**config.mk**
```make
export PLATFORM = sky130hd
export DESIGN_NAME = rx_lock_filter
export DESIGN_NICKNAME = d
export VERILOG_FILES = /design/src/rtl/sdr_psk_pkg.sv /design/src/rtl/rx_lock_filter.sv
export SDC_FILE = /design/constraint.sdc
export NUM_CORES = 1
export LEC_CHECK = 0
export BUFFER_PORTS_ARGS = -buffer_cell sky130_fd_sc_hd__buf_2
export CORE_ASPECT_RATIO = 1.25
export CORE_MARGIN = 3
export CORE_UTILIZATION = 25
export CTS_BUF_LIST = sky130_fd_sc_hd__clkbuf_8
export DETAILED_ROUTE_END_ITERATION = 8
export PLACE_DENSITY = 0.46
export SLEW_MARGIN = 40
export SYNTH_ARGS = -nofsm -noshare
export SYNTH_HDL_FRONTEND = slang
export SYNTH_SLANG_ARGS = --single-unit
```
**constraint.sdc**
```tcl
create_clock -name clk_1M024 -period 2 [get_ports clk_1M024]
set_input_delay 0.2 -clock clk_1M024 [delete_from_list [all_inputs] [get_ports clk_1M024]]
set_output_delay 0.2 -clock clk_1M024 [all_outputs]
set_load 0.005 [all_outputs]
```
**src/rtl/sdr_psk_pkg.sv**
```systemverilog
// Shared definitions for the PSK link: frame geometry, rx checker FSM states
// and a small saturating-increment helper.
package sdr_psk_pkg;

  // Frame length used by both the Tx framer and the Rx checker.
  localparam int FRAME_LEN_DEFAULT = 16;

  typedef enum logic {
    ST_HUNT = 1'b0,
    ST_BODY = 1'b1
  } rx_state_e;

  function automatic logic [7:0] sat_inc8(input logic [7:0] v);
    return (v == 8'hFF) ? v : v + 8'd1;
  endfunction

endpackage

```
**src/rtl/rx_lock_filter.sv**
```systemverilog
// Hysteretic link-lock flag: LOCK_GOOD consecutive good frames assert
// locked, UNLOCK_BAD consecutive bad frames drop it.
module rx_lock_filter
  import sdr_psk_pkg::*;
#(
  parameter int LOCK_GOOD  = 4,
  parameter int UNLOCK_BAD = 3
) (
  input  logic clk_1M024,
  input  logic rst_1M024,
  input  logic frame_done,
  input  logic frame_ok,
  output logic locked
);

  localparam logic [8:0] GOOD_TH = 9'(LOCK_GOOD);
  localparam logic [8:0] BAD_TH  = 9'(UNLOCK_BAD);

  logic [7:0] good_run;
  logic [7:0] bad_run;
  logic [8:0] good_next;
  logic [8:0] bad_next;

  // Run length including the frame being reported this cycle.
  assign good_next = {1'b0, good_run} + 9'd1;
  assign bad_next  = {1'b0, bad_run} + 9'd1;

  always_ff @(posedge clk_1M024 or posedge rst_1M024) begin
    if (rst_1M024) begin
      good_run <= '0;
      bad_run  <= '0;
      locked   <= 1'b0;
    end else if (frame_done) begin
      if (frame_ok) begin
        good_run <= sat_inc8(good_run);
        bad_run  <= '0;
        if (good_next >= GOOD_TH) locked <= 1'b1;
      end else begin
        bad_run  <= sat_inc8(bad_run);
        good_run <= '0;
        if (bad_next >= BAD_TH) locked <= 1'b0;
      end
    end
  end

endmodule

```
==> flow_summary_export.csv <==
group,metric,value,unit
outcome,status,"finished clean",
worst_setup_path,slowest_stage,"dfrtp_1",
timing,slew_headroom,54.7,%
yosys,avgSynthCellArea,8.85,um^2
clocking,hold_buffers,0,
global_routing,track_usage,11.4,%
clocking,cts_root_buffer,"clkbuf_8",
yosys,synth_top_cell_by_area,"dfrtp_1",
drt,vias_per_cell,5.41,
drt,vias,1028,
worst_setup_path,cp.required,2.14,ns
placed_design,dp_hpwl,1960,um
drt,drtIter0Drc,90,
clocking,cts_tree,"done",
worst_setup_path,cp_top_family,"compound AO/OA/AOI/OAI gates",
hold_path,hp-class,"input pin to async pin",
die,rows,26,
drt,drt_pass1_iterations,4,
timing,clock_skew,0.00324,ns
cells_and_area,final_util,29.9,%
yosys,synth_fp_nets,137,
yosys,ys_seq_area_share,37.0,%
global_routing,grt_start_max_net_pins,18,
clocking,cts_repair_resize_count,0,
clocking,cts.sinks,17,
global_routing,grt_pass1_vias,1057,
global_routing,antenna_found_initial,0,
yosys,synth_area_leaders,"dfrtp_1 37%, o21ai_0 3.9%, nand2_1 3.9%",
timing,setup_viol,0,
cells_and_area,nNetsFinal,142,
worst_setup_path,crit_chain,"ha_2, nand3_2, o31ai_4, nor3_1, a211o_1",
timing,slew_viol_final,0,
yosys,synthArstFlopShare,100,%
global_routing,grt.overflow.total,0,
pwr,powerDensity,619,nW/um^2
timing,final_hold_viol_count,0,
die,die_area,5450,um^2
job,max_cap_viol_count,0,
drt,drc_errors,0,
worst_setup_path,path_max_fanout,7,
clocking,htreeDepth,1,
die,start_util,27.0,%
cells_and_area,drive_above_1_share,14.2,%
worst_setup_path,worst-path-buf-inv,0,
drt,wire_per_inst,14.1,um
global_routing,grt_pass1_wl,4900,um
cells_and_area,final_cell_mix,"17 x dfrtp_1, 12 x nand2_1, 9 x o21ai_0, 9 x inv_1, 7 x nor2_1",
pwr,ir_drop,0.168,mV
cells_and_area,n_antenna_cell,0,
yosys,synth_area,1150,um^2
yosys,ys_types,46,
worst_setup_path,timing.rr.start,"good_run[0]$_DFFE_PP0P_",
placed_design,finalWeightedCongestion,0.792,
worst_setup_path,slowest_delay,0.45,ns
timing,timing.final.crit_share,90.8,%
timing,setup_tns,0,ns
drt,ant_nets,0,
worst_setup_path,worstSetupPathType,"register to register",
clocking,worstSkewPairLatency,0.25,ns
yosys,synth-edff-count,0,
clocking,postCtsSetupBuffers,0,
worst_setup_path,worst_setup_path_end_kind,"register",
cells_and_area,layout.cells.most_common,"dfrtp_1",
yosys,synthCells,130,
clocking,cts-buffers-inserted,3,
yosys,yosysWarnings,0,
worst_setup_path,startpoint,"good_run[0]$_DFFE_PP0P_",
yosys,ys_seq_elements,17,
die,die_y,81.8,um
worst_setup_path,cp_data_arrival_time,1.96,ns
timing,tightest_slew,0.679,ns
timing,period_minus_slack,1.82,ns
timing,fmax,0.550,GHz
die,fp.coreArea,4260,um^2
clocking,path_clk_slew,0.07,ns
drt,drt-total-wl,2680,um
placed_design,portBuffers,4,
die,die_x,66.7,um
clocking,cts_max_path_buffers,2,
timing,rsz0062_at_grt,"no",
worst_setup_path,critPathLaunchType,"register",
cells_and_area,area_growth,10.9,%
yosys,synthFlopType,"dfrtp_1",
pwr,p_leak,0.526,nW
yosys,yosysTopAreaCellShare,37.0,%
die,io_pins,5,
-- worst register-to-register path, cell delays in order, from the launching register on --
cell and delay (ns):
dfrtp_1 0.45, ha_2 0.29, nand3_2 0.18, o31ai_4 0.42
nor3_1 0.11, a211o_1 0.27
-- layer usage --
layer  vias to the layer above  GRT usage (%)  wire, um
li1                        506              -         -
met1                       511           14.0      1230
met2                         9           20.3      1390
met3                         2           1.64        55
met4                         0           3.66        12
met5                         -              0         0
-- cell type report --
type | count | area, um^2
clock inverter | 1 | 3.75
clock buffer | 3 | 41.3
timing repair buffer | 6 | 35.0
multi-input combinational | 99 | 669
sequential | 17 | 425
tap | 56 | 70.1
inverter | 8 | 30.0
fill | 463 | 2990
-- synth_stat cells (all sizes together), types with 3 or more instances --
cell / count
a31oi: 3
or3: 3
nand4: 4
nand3: 6
o31ai: 6
o21ai: 9
clkbuf: 3
nand2: 12
dfrtp: 17
nor2: 7
a21oi: 6
ha: 3
nor3: 3
buf: 3
nor4: 4
inv: 8
o21bai: 3
-- report_power, final --
group          switching [mW]  internal, mW
registers              0.0414         0.366
logic                  0.0692        0.0541
clock network           0.121         0.136
-- sequential cells by signal (all words and copies together), names as in the netlist --
signal,cells
good_run,8
bad_run,8
locked,1
-- metrics by stage --
| step | area, um^2 | instances | power [mW] | hold slack [ns] | setup slack, ns |
|---|---|---|---|---|---|
| 2_1_floorplan | 1150 | 130 | 0.502 | 0.126 | 0.320 |
| 3_3_place_gp | 1230 | 186 | 0.537 | 0.359 | 0.164 |
| 3_5_place_dp | 1230 | 186 | 0.538 | 0.357 | 0.150 |
| 4_1_cts | 1270 | 190 | 0.810 | 0.0751 | 0.121 |
| 5_1_grt | 1270 | 190 | 0.848 | 0.115 | 0.0224 |
| 6_report | 1270 | 190 | 0.789 | 0.0401 | 0.183 |
-- cell families after synthesis --
logic type / share of synthesized area, %
AO/OA/AOI/OAI: 31.4
XOR/XNOR: 1.52
adder cells (fa/ha/maj): 3.26
buffers and inverters: 5.00
flip-flops: 37.0
AND/OR/NAND/NOR: 21.8
-- worst paths after layout --
| kind | end | slack, ns | cells past startpoint |
|---|---|---|---|
| max | good_run[3]$_DFFE_PP0P_ | 0.18 | 5 |
| min | good_run[7]$_DFFE_PP0P_ | 0.04 | 2 |
| max reg2reg | good_run[3]$_DFFE_PP0P_ | 0.18 | 5 |
| min reg2reg | good_run[7]$_DFFE_PP0P_ | 0.57 | 1 |
| max in group asynchronous | locked$_DFFE_PP0P_ | 1.53 | 2 |
| min in group clk_1M024 | bad_run[1]$_DFFE_PP0P_ | 0.32 | 2 |
Note: power is estimated with default switching activity, not from simulation.
